===== config.mk =====
export PLATFORM = sky130hd
export DESIGN_NAME = acc_sequencer
export DESIGN_NICKNAME = d
export VERILOG_FILES = /design/src/rtl/acc_sequencer.sv
export SDC_FILE = /design/constraint.sdc
export NUM_CORES = 1
export LEC_CHECK = 0
export CORE_AREA = 2 2 62 64
export CTS_CLUSTER_DIAMETER = 40
export DETAILED_ROUTE_END_ITERATION = 12
export DIE_AREA = 0 0 64 66
export SLEW_MARGIN = 20
export SYNTH_ARGS = -nofsm -noshare
export SYNTH_HDL_FRONTEND = slang
export SYNTH_SLANG_ARGS = --single-unit

===== constraint.sdc =====
create_clock -name clk -period 2.5 [get_ports clk]
set_input_delay 0.5 -clock clk [delete_from_list [all_inputs] [get_ports clk]]
set_output_delay 0.5 -clock clk [all_outputs]
set_load 0.005 [all_outputs]

===== src/rtl/acc_sequencer.sv =====
// Accumulator sequencer: accepts one LOAD/ADD/SUB/CLEAR command at a time through a
// ready/valid handshake, updates the accumulator and NZCV-style flags one cycle later,
// and holds the result until the consumer takes it.
module acc_sequencer #(
    parameter int unsigned WIDTH = 4
) (
    input  logic             clk,
    input  logic             rst,
    input  logic             cmd_valid,
    output logic             cmd_ready,
    input  logic [1:0]       cmd_op,
    input  logic [WIDTH-1:0] cmd_data,
    output logic             res_valid,
    input  logic             res_ready,
    output logic [WIDTH-1:0] acc,
    output logic             c,
    output logic             v,
    output logic             z,
    output logic             n
);

    localparam int unsigned Msb = WIDTH - 1;

    localparam logic [1:0] OpLoad  = 2'b00;
    localparam logic [1:0] OpAdd   = 2'b01;
    localparam logic [1:0] OpSub   = 2'b10;
    localparam logic [1:0] OpClear = 2'b11;

    typedef enum logic [1:0] {
        StIdle,
        StExec,
        StDone
    } state_e;

    state_e           state_q, state_d;
    logic [1:0]       op_q;
    logic [WIDTH-1:0] data_q;
    logic [WIDTH-1:0] acc_q, acc_d;
    logic             c_q, c_d;
    logic             v_q, v_d;
    logic             z_q, z_d;
    logic             n_q, n_d;
    logic [WIDTH:0]   sum_w;
    logic             accept;

    // Handshake outputs; cmd_ready is gated by rst so it is low throughout reset.
    always_comb begin
        cmd_ready = (state_q == StIdle) && !rst;
        res_valid = (state_q == StDone);
        accept    = cmd_valid && cmd_ready;
    end

    // Next-state logic: IDLE -> EXEC on accept, EXEC -> DONE always, DONE -> IDLE on res_ready.
    always_comb begin
        state_d = state_q;
        unique case (state_q)
            StIdle:  if (accept) state_d = StExec;
            StExec:  state_d = StDone;
            StDone:  if (res_ready) state_d = StIdle;
            default: state_d = StIdle;
        endcase
    end

    // State register.
    always_ff @(posedge clk or posedge rst) begin
        if (rst) begin
            state_q <= StIdle;
        end else begin
            state_q <= state_d;
        end
    end

    // Operand latch; only written on an accepted command so later bus activity is ignored.
    always_ff @(posedge clk or posedge rst) begin
        if (rst) begin
            op_q   <= OpLoad;
            data_q <= '0;
        end else if (accept) begin
            op_q   <= cmd_op;
            data_q <= cmd_data;
        end
    end

    // Datapath: new accumulator and flags for the latched opcode. SUB is acc + ~op + 1,
    // so c = 1 means no borrow.
    always_comb begin
        acc_d = acc_q;
        c_d   = c_q;
        v_d   = v_q;
        sum_w = '0;
        unique case (op_q)
            OpLoad: begin
                acc_d = data_q;
                c_d   = 1'b0;
                v_d   = 1'b0;
            end
            OpAdd: begin
                sum_w = {1'b0, acc_q} + {1'b0, data_q};
                acc_d = sum_w[WIDTH-1:0];
                c_d   = sum_w[WIDTH];
                v_d   = (acc_q[Msb] == data_q[Msb]) && (sum_w[Msb] != acc_q[Msb]);
            end
            OpSub: begin
                sum_w = {1'b0, acc_q} + {1'b0, ~data_q} + {{WIDTH{1'b0}}, 1'b1};
                acc_d = sum_w[WIDTH-1:0];
                c_d   = sum_w[WIDTH];
                v_d   = (acc_q[Msb] != data_q[Msb]) && (sum_w[Msb] != acc_q[Msb]);
            end
            OpClear: begin
                acc_d = '0;
                c_d   = 1'b0;
                v_d   = 1'b0;
            end
            default: begin
                acc_d = acc_q;
            end
        endcase
        z_d = (acc_d == '0);
        n_d = acc_d[Msb];
    end

    // Result registers: written only on the EXEC -> DONE edge, so they persist otherwise.
    always_ff @(posedge clk or posedge rst) begin
        if (rst) begin
            acc_q <= '0;
            c_q   <= 1'b0;
            v_q   <= 1'b0;
            z_q   <= 1'b1;
            n_q   <= 1'b0;
        end else if (state_q == StExec) begin
            acc_q <= acc_d;
            c_q   <= c_d;
            v_q   <= v_d;
            z_q   <= z_d;
            n_q   <= n_d;
        end
    end

    // Output drive.
    always_comb begin
        acc = acc_q;
        c   = c_q;
        v   = v_q;
        z   = z_q;
        n   = n_q;
    end

endmodule


# Word level (Yosys, flattened, before mapping)
# Cells that the tools add are included.
dict set report totals {
  regBits 16
  input_bits 10
  output_inout_bits 10
  wordCells 39
}
dict set report classes {
  add_sub_neg 3
  n_eq_ne 11
  mux 6
  bitwise 1
  n_reduce_logical 10
}
# operator count
set op_table {}
lappend op_table {{$pmux W4 S4} 1}
lappend op_table {{$add A4 B4 Y5} 2}
lappend op_table {{$eq A2 B2 Y1 const B} 3}
lappend op_table {{$pmux W1 S3} 2}
lappend op_table {{$pmux W2 S3} 1}
lappend op_table {{$add A5 B1 Y5 const B} 1}
lappend op_table {{$eq A2 B1 Y1 const B} 2}
lappend op_table {{$logic_and A1 B1 Y1} 4}
lappend op_table {{$logic_not A2 Y1} 2}
lappend op_table {{$logic_not A4 Y1} 1}
lappend op_table {{$mux W2} 2}
lappend op_table {{$not A4 Y4} 1}
lappend op_table {{$ne A1 B1 Y1} 3}
lappend op_table {{$ne A2 B1 Y1 const B} 1}
lappend op_table {{$ne A2 B2 Y1 const B} 1}
lappend op_table {{$reduce_and A2 Y1} 1}
lappend op_table {{$reduce_or A2 Y1} 1}
lappend op_table {{$eq A1 B1 Y1} 1}
lappend op_table {{$logic_not A1 Y1} 1}

# Logic depth before layout (Yosys ltp)
# Gate-level depths: netlist (run 1).
dict set report depth {
  word_depth 6
  depth_mapped 9
  ltp_nobuf 9
}

# Worst setup path before layout (run 1)
# No wires, ideal clock.
dict set report synth_path {
  kind {register -> register}
  startpoint {register acc_q[0] (netlist: acc[0])}
  endpoint {register z_q (netlist: z)}
  setup_ns 0.079
  t_arrival_ns 1.752
  t_required_ns 2.421
  path_slack_ns 0.669
  path_stages_with_launch 7
  n_path_buf 0
  synth_period_minus_slack_ns 1.831
  path_cell_list {dfrtp_1 ha_1 fa_1 mux2i_1 o22ai_1 and2b_1 a41o_1}
}
dict set report synth_via {
  elab_chain_len 4
  word_cells_on_any_way 5
  cone_classes {add/sub (3); mux (1); reduce/logical (1)}
}
# item line
set synth_lines {}
lappend synth_lines {{from (decl)} 38} ;# logic [WIDTH-1:0] acc_q, acc_d;
lappend synth_lines {{from (signal assigned)} 125} ;# acc_q <= '0;
lappend synth_lines {{from (signal assigned)} 131} ;# acc_q <= acc_d;
lappend synth_lines {{$add A4 B4 Y5} 104} ;# sum_w = {1'b0, acc_q} + {1'b0, ~data_q} + {{WIDTH{1'b0}}, 1'b1};
lappend synth_lines {{$add A5 B1 Y5} 104}
lappend synth_lines {{$pmux W4 S4 (*)} 91} ;# unique case (op_q)
lappend synth_lines {{$logic_not A4 Y1 (*)} 118} ;# z_d = (acc_d == '0);
lappend synth_lines {{to (signal assigned)} 134} ;# z_q <= z_d;
lappend synth_lines {{to (decl)} 41} ;# logic z_q, z_d;
# Every way passes the cells marked *; elsewhere a longest branch is shown, timed or not.
# A chain may end at the register's enable or synchronous reset.

# Final worst setup path (run 1)
dict set report layout_path {
  startpoint {input port rst}
  endpoint {output port cmd_ready}
}
dict set report layout_via {
  elab_chain_len 2
}
# item line
set layout_lines {}
lappend layout_lines {{from (decl)} 8} ;# input logic rst,
lappend layout_lines {{$logic_not A1 Y1 (no line)} n/a}
lappend layout_lines {{$logic_and A1 B1 Y1} 48} ;# cmd_ready = (state_q == StIdle) && !rst;
lappend layout_lines {{to (decl)} 10} ;# output logic cmd_ready,
# Every way passes these cells.

==> impl_metrics.prom, run 1 <==
# TYPE chip_impl_metric gauge
chip_impl_info{name="ctsRootBufferMaster",value="sky130_fd_sc_hd__clkbuf_4"} 1
chip_impl_metric{name="yosys_register_bits",unit=""} 15
chip_impl_metric{name="synth_cells",unit=""} 102
chip_impl_info{name="routed.top_layer",value="met4"} 1
chip_impl_metric{name="largest_net_degree_at_the_start_of_global_routing",unit=""} 16
chip_impl_metric{name="totalNegativeSetupSlack",unit="ns"} 0
chip_impl_metric{name="preCtsSetupSlack",unit="ns"} 0.344
chip_impl_metric{name="final_hold_viol_count",unit=""} 0
chip_impl_info{name="type_of_element_launching_the_critical_path",value="input port"} 1
chip_impl_metric{name="power_per_cell_area",unit="nW/µm²"} 1070
chip_impl_metric{name="synth_enable_flop_cells",unit=""} 0
chip_impl_metric{name="vdd_drop_max",unit="V"} 0.000298
chip_impl_metric{name="ys.warnings.count",unit=""} 0
chip_impl_metric{name="numPortBuffers",unit=""} 19
chip_impl_metric{name="post_synthesis_instance_area",unit="µm²"} 1030
chip_impl_metric{name="dr_wl_met3",unit="µm"} 88
chip_impl_metric{name="slew_violations",unit=""} 0
chip_impl_metric{name="grt_antenna_before_repair",unit=""} 0
chip_impl_metric{name="power.total",unit="mW"} 1.36
chip_impl_metric{name="worst_hold_slack",unit="ns"} 0.510
chip_impl_metric{name="antenna-diode-count",unit=""} 0
chip_impl_metric{name="grt_first_pass_wirelength",unit="mm"} 3.66
chip_impl_metric{name="initial_core_util",unit="%"} 29.0
chip_impl_metric{name="post-cts-setup-buffers",unit=""} 0
chip_impl_metric{name="wirelength",unit="mm"} 2.08
chip_impl_metric{name="fill_cells",unit=""} 352
chip_impl_metric{name="synthArstFlopShare",unit="%"} 100
chip_impl_metric{name="number_of_gates_given_a_new_drive_strength_after_cts",unit=""} 0
chip_impl_metric{name="post_route_cells_drive_above_1_share",unit="%"} 17.6
chip_impl_metric{name="max-cap-violations",unit=""} 0
chip_impl_metric{name="drc_errors",unit=""} 0
chip_impl_metric{name="ys_types",unit=""} 37
chip_impl_metric{name="worst-r2r-setup-slack",unit="ns"} 0.48
chip_impl_metric{name="multiInputGateArea",unit="µm²"} 579
chip_impl_metric{name="arrival",unit="ns"} 1.64
chip_impl_metric{name="report.final.setup_viol",unit=""} 0
chip_impl_info{name="clock_tree_from_tritoncts",value="done"} 1
chip_impl_metric{name="vias_cell",unit=""} 4.61
chip_impl_metric{name="first_global_vias",unit=""} 777
chip_impl_metric{name="placementRows",unit=""} 22
chip_impl_metric{name="ctsHoldBuffers",unit=""} 0
chip_impl_metric{name="drt-wirelength-per-cell",unit="µm"} 12.4
chip_impl_metric{name="area_delta_synth_final",unit="%"} 22.9
chip_impl_metric{name="skew",unit="ns"} 0.00337
chip_impl_metric{name="postSynthNetCount",unit=""} 122
chip_impl_metric{name="dr.first_iter.drc_count",unit=""} 29
chip_impl_metric{name="postLayoutCoreUtil",unit="%"} 35.6
chip_impl_info{name="timing.setup.critical_path_class",value="input port to output pin"} 1
chip_impl_metric{name="sum_of_met2_wire_segment_lengths_after_detailed_routing",unit="mm"} 1.05
chip_impl_metric{name="dieHeight",unit="µm"} 66
chip_impl_info{name="synth.top_cells.by_area",value="sky130_fd_sc_hd__dfrtp_1, sky130_fd_sc_hd__ha_1, sky130_fd_sc_hd__nand2_1"} 1
chip_impl_metric{name="cts_buffers",unit=""} 3
chip_impl_metric{name="crit_fanout",unit=""} 2
chip_impl_info{name="run_status",value="finished clean"} 1
chip_impl_metric{name="synth.top_cell.area_share",unit="%"} 34.1
chip_impl_info{name="hold_path.class",value="flip-flop to flip-flop"} 1
chip_impl_metric{name="route.antenna.remaining_nets",unit=""} 0
chip_impl_metric{name="grt-ovfl-total",unit=""} 0
chip_impl_metric{name="slew-limit-headroom",unit="%"} 61.4
chip_impl_metric{name="post-route-worst-setup-slack",unit="ns"} 0.362
chip_impl_metric{name="final-seq-area",unit="µm²"} 377
chip_impl_metric{name="fmax_achieved",unit="MHz"} 468
chip_impl_metric{name="routed-via-count",unit=""} 770
chip_impl_metric{name="fp.dieW",unit="µm"} 64
chip_impl_metric{name="power.static_leakage",unit="nW"} 0.569
chip_impl_metric{name="design.core.area",unit="µm²"} 3550
chip_impl_metric{name="drtPass1Iterations",unit=""} 4
chip_impl_metric{name="tightest_slew",unit="ns"} 0.579
chip_impl_metric{name="worst_ep_required_time",unit="ns"} 2.00
chip_impl_info{name="timing.critical_path.to_type",value="output pin"} 1
chip_impl_metric{name="fin_crit_sh",unit="%"} 85.5
chip_impl_metric{name="clock_insertion_delay_worst_skew",unit="ns"} 0.29
chip_impl_metric{name="io_pins",unit=""} 20
chip_impl_metric{name="period_minus_slack",unit="ns"} 2.14
chip_impl_metric{name="clock_sink_count",unit=""} 15
chip_impl_info{name="synth_ff_type",value="sky130_fd_sc_hd__dfrtp_1"} 1
chip_impl_metric{name="clock_tree.buffer_depth",unit=""} 2
chip_impl_metric{name="clkTransAtPathRegs",unit="ns"} 0.09
chip_impl_metric{name="gr-usage-all-layers",unit="%"} 11.2
chip_impl_info{name="rsz0062_at_grt",value="no"} 1
chip_impl_info{name="synth_top_cell_by_area",value="sky130_fd_sc_hd__dfrtp_1"} 1
chip_impl_metric{name="number_of_nets_in_the_layout",unit=""} 140
chip_impl_metric{name="mean_syn_cell_area",unit="µm²"} 10.1
chip_impl_metric{name="dpl.hpwl",unit="mm"} 1.64
chip_impl_metric{name="gpl.final_weighted_congestion",unit=""} 0.844
chip_impl_metric{name="met1Wirelength",unit="µm"} 894
chip_impl_metric{name="htreeDepth",unit=""} 1
chip_impl_metric{name="die_area",unit="µm²"} 4220
chip_impl_info{name="post_synth_most_frequent_cells",value="sky130_fd_sc_hd__dfrtp_1, sky130_fd_sc_hd__nand2_1, sky130_fd_sc_hd__o21ai_0"} 1
chip_impl_metric{name="seq_area_frac_synth",unit="%"} 36.6
## per-layer routing
layer  GRT usage [%]  up-vias
met4            4.89        0
met2            18.5       19
li1                -      380
met1            14.1      367
met5               0        -
met3            2.21        4
## area by class of cell
class                   instances  share of cell area (%)
clock buffers                   3                    1.78
clock inverters                 1                   0.396
inverters                       8                    2.38
multi-input cells              73                    45.8
flip-flops and latches         15                    29.8
well taps                      48                    4.75
repair buffers                 19                    15.0
## where the power goes
group          switching, mW  total [mW]  leakage (nW)  internal, mW
Sequential             0.108       0.433         0.187         0.325
Combinational          0.348       0.780         0.363         0.432
Clock                 0.0844       0.144        0.0177        0.0595
Total                  0.540        1.36         0.569         0.816
## state kept, by name, indices dropped and copies added, names as in the netlist
register,flops
v,1
data_q,4
c,1
acc,4
op_q,2
z,1
state_q,2
## final timing paths
path | endpoint | startpoint | depth (start not counted)
worst min register to register | v | v | 2
max in group asynchronous | z | rst | 2
min in group asynchronous | data_q[0] | rst | 2
worst max register to register | z | acc[0] | 6
worst max-delay path | cmd_ready | rst | 3
worst min-delay path | v | v | 2
## worst max-delay path, cell delays in order
cell	delay, ns
sky130_fd_sc_hd__clkdlybuf4s50_1	0.42
sky130_fd_sc_hd__nor3_1	0.18
sky130_fd_sc_hd__clkdlybuf4s50_1	0.54
## stage by stage
stage / instance area, µm² / cells
after floorplan: 1030 / 102
after global placement: 1240 / 163
after detailed placement: 1240 / 163
after CTS: 1260 / 167
after global routing: 1260 / 167
final: 1260 / 167
## cell usage in the layout (no fill, tap or decap), drive strengths merged, types with 3 or more instances in the layout
cell type,n
clkbuf,3
clkdlybuf4s50,19
dfrtp,14
ha,8
inv,8
mux2,4
nand2,14
o21ai,10
xnor2,4
## cells by family (layout without fill, tap and decap cells)
group	Yosys count	in the layout	share of synthesized area, %
flip-flops	15	15	36.6
AO/OA/AOI/OAI	24	24	17.5
buffers and inverters	14	31	7.06
adder cells (fa/ha/maj)	10	10	13.6
XOR/XNOR	5	5	4.26
multiplexers	6	6	6.33
AND/OR/NAND/NOR	28	28	14.6
Note: power is estimated with default switching activity, not from simulation.
==> run 2: changes to the inputs <==
CAP_MARGIN = 20   (was not set)
SLEW_MARGIN = not set   (was 20)
==> results of run 2 <==
The final DEF is identical to that of run 1; final timing and power are the same.
==> run 3: changes to the inputs <==
ABC_CLOCK_PERIOD_IN_PS = 2700   (was not set)
clock period = 2.7 ns   (was 2.5 ns; I/O delays follow)
==> run 3 against run 2 <==
- via count is 0.26% higher
- first-iteration DRC count fell by 28%
- global-route usage shrank 0.30 points
- clock skew grew 0.0028 ns
- sequential share of layout area is the same
- critical path depth stayed put
- critical path type unchanged
- critical endpoint unchanged
==> impl_metrics.prom, run 3 (synthesized netlist as in run 1, its figures left out) <==
# TYPE chip_impl_metric gauge
chip_impl_metric{name="worst-r2r-setup-slack",unit="ns"} 0.70
chip_impl_metric{name="dpl.hpwl",unit="mm"} 1.58
chip_impl_metric{name="drc_errors",unit=""} 0
chip_impl_metric{name="crit_fanout",unit=""} 2
chip_impl_metric{name="period_minus_slack",unit="ns"} 2.20
chip_impl_metric{name="ff2ff_path_depth",unit=""} 6
chip_impl_metric{name="layout.cells.non_filler",unit=""} 167
chip_impl_metric{name="power_frac_clock",unit="%"} 10.7
chip_impl_metric{name="fin_crit_sh",unit="%"} 81.6
chip_impl_metric{name="logic_pwr_share",unit="%"} 57.3
chip_impl_info{name="layout_common_cells",value="sky130_fd_sc_hd__clkdlybuf4s50_1, sky130_fd_sc_hd__nand2_1, sky130_fd_sc_hd__dfrtp_1, sky130_fd_sc_hd__o21ai_0, sky130_fd_sc_hd__ha_1"} 1
chip_impl_info{name="clock_tree_from_tritoncts",value="done"} 1
chip_impl_metric{name="worst_ep_required_time",unit="ns"} 2.16
chip_impl_metric{name="largest_net_degree_at_the_start_of_global_routing",unit=""} 16
chip_impl_metric{name="clkTransAtPathRegs",unit="ns"} 0.10
chip_impl_info{name="critical_hold_path_startpoint",value="v"} 1
chip_impl_info{name="hold-path-endpoint",value="v"} 1
chip_impl_metric{name="max-cap-violations",unit=""} 0
chip_impl_metric{name="power.static_leakage",unit="nW"} 0.569
chip_impl_metric{name="die_area",unit="µm²"} 4220
chip_impl_info{name="final_common_cell",value="sky130_fd_sc_hd__clkdlybuf4s50_1"} 1
chip_impl_info{name="ctsRootBufferMaster",value="sky130_fd_sc_hd__clkbuf_4"} 1
chip_impl_metric{name="design.core.area",unit="µm²"} 3550
chip_impl_metric{name="post-cts-setup-buffers",unit=""} 0
chip_impl_metric{name="vias_cell",unit=""} 4.62
chip_impl_metric{name="grt_first_pass_wirelength",unit="mm"} 3.59
chip_impl_metric{name="arrival",unit="ns"} 1.66
chip_impl_info{name="run_status",value="finished clean"} 1
chip_impl_metric{name="routed-via-count",unit=""} 772
chip_impl_info{name="regToRegEndpoint",value="z"} 1
chip_impl_info{name="hold_path.class",value="flip-flop to flip-flop"} 1
chip_impl_metric{name="power_per_cell_area",unit="nW/µm²"} 986
chip_impl_metric{name="switching_share",unit="%"} 39.4
chip_impl_metric{name="tightest_slew",unit="ns"} 0.578
chip_impl_metric{name="sequentialPowerShare",unit="%"} 32.0
chip_impl_metric{name="postLayoutCoreUtil",unit="%"} 35.6
chip_impl_metric{name="drt-wirelength-per-cell",unit="µm"} 12.0
chip_impl_metric{name="fp.dieW",unit="µm"} 64
chip_impl_info{name="timing.setup.critical_path_class",value="input port to output pin"} 1
chip_impl_metric{name="totalNegativeSetupSlack",unit="ns"} 0
chip_impl_metric{name="report.final.setup_viol",unit=""} 0
chip_impl_metric{name="final-seq-area",unit="µm²"} 377
chip_impl_metric{name="drtPass1Iterations",unit=""} 4
chip_impl_metric{name="gr-usage-all-layers",unit="%"} 10.9
chip_impl_metric{name="power.switching",unit="mW"} 0.492
chip_impl_metric{name="clock_sink_count",unit=""} 15
chip_impl_metric{name="area_delta_synth_final",unit="%"} 22.9
chip_impl_metric{name="io_pins",unit=""} 20
chip_impl_metric{name="final_hold_viol_count",unit=""} 0
chip_impl_metric{name="grt-ovfl-total",unit=""} 0
chip_impl_metric{name="number_of_gates_given_a_new_drive_strength_after_cts",unit=""} 0
chip_impl_metric{name="first_global_vias",unit=""} 788
chip_impl_info{name="type_of_element_launching_the_critical_path",value="input port"} 1
chip_impl_metric{name="finalInstanceArea",unit="µm²"} 1260
chip_impl_metric{name="placementRows",unit=""} 22
chip_impl_metric{name="placedCellCount",unit=""} 163
chip_impl_metric{name="vdd_drop_max",unit="V"} 0.000254
chip_impl_metric{name="antenna-diode-count",unit=""} 0
chip_impl_metric{name="dieHeight",unit="µm"} 66
chip_impl_info{name="rsz0062_at_grt",value="no"} 1
chip_impl_metric{name="p_int",unit="mW"} 0.755
chip_impl_metric{name="cts_buffers",unit=""} 3
chip_impl_metric{name="number_of_nets_in_the_layout",unit=""} 140
chip_impl_info{name="timing.critical_path.to_type",value="output pin"} 1
chip_impl_metric{name="ctsHoldBuffers",unit=""} 0
chip_impl_metric{name="whs_path_depth",unit=""} 2
chip_impl_metric{name="htreeDepth",unit=""} 1
chip_impl_metric{name="dpl_cell_area",unit="µm²"} 1240
chip_impl_metric{name="wirelength",unit="mm"} 2.00
chip_impl_metric{name="grt_antenna_before_repair",unit=""} 0
chip_impl_metric{name="power.total",unit="mW"} 1.25
chip_impl_metric{name="initial_core_util",unit="%"} 29.0
chip_impl_metric{name="clock_insertion_delay_worst_skew",unit="ns"} 0.29
chip_impl_metric{name="skew",unit="ns"} 0.00618
chip_impl_metric{name="gpl.final_weighted_congestion",unit=""} 0.867
chip_impl_metric{name="slew_violations",unit=""} 0
chip_impl_metric{name="fill_cells",unit=""} 358
chip_impl_info{name="r2r_start",value="acc[0]"} 1
chip_impl_metric{name="numPortBuffers",unit=""} 19
chip_impl_metric{name="slew-limit-headroom",unit="%"} 61.4
chip_impl_metric{name="route.antenna.remaining_nets",unit=""} 0
chip_impl_metric{name="post_route_cells_drive_above_1_share",unit="%"} 17.6
chip_impl_metric{name="clock_tree.buffer_depth",unit=""} 2
chip_impl_metric{name="dr.first_iter.drc_count",unit=""} 21
chip_impl_metric{name="fmax_achieved",unit="MHz"} 454
chip_impl_metric{name="multiInputGateArea",unit="µm²"} 579
## run 3: layer usage
layer | vias up | part of all wire [%] | track usage, %
met4 | 0 | 2.3 | 5.71
met3 | 6 | 4.2 | 1.87
met2 | 26 | 48 | 18.4
met5 | - | 0 | 0
li1 | 380 | - | -
met1 | 360 | 45 | 13.3
## run 3: stage by stage
step,worst slack [ns],hold WS [ns]
2_1_floorplan,0.869,0.441
3_3_place_gp,0.502,0.475
3_5_place_dp,0.488,0.483
4_1_cts,0.487,0.506
5_1_grt,0.416,0.532
6_report,0.497,0.495
## run 3: critical path: stages
cell                              delay, ns
sky130_fd_sc_hd__clkdlybuf4s50_1       0.42
sky130_fd_sc_hd__nor3_1                0.17
sky130_fd_sc_hd__clkdlybuf4s50_1       0.53
## run 3: power groups by stage
stage,logic (mW),registers (mW),clock network (mW)
after floorplan,0.558,0.375,0
after global placement,0.704,0.403,0
after detailed placement,0.719,0.407,0
after CTS,0.722,0.403,0.139
after global routing,0.800,0.421,0.149
final,0.714,0.399,0.133
## run 3: worst max path at each step
stage,start,to,slack [ns]
3_5_place_dp,rst,cmd_ready,0.49
4_1_cts,rst,cmd_ready,0.49
2_1_floorplan,acc[0],z,0.87
3_3_place_gp,rst,cmd_ready,0.50
5_1_grt,rst,cmd_ready,0.42
6_report,rst,cmd_ready,0.50
## run 3: cell type report
class	instances	share of cell area [%]
multi-input combinational	73	45.8
sequential	15	29.8
timing repair buffer	19	15.0
tap	48	4.75
inverter	8	2.38
clock buffer	3	1.78
clock inverter	1	0.396
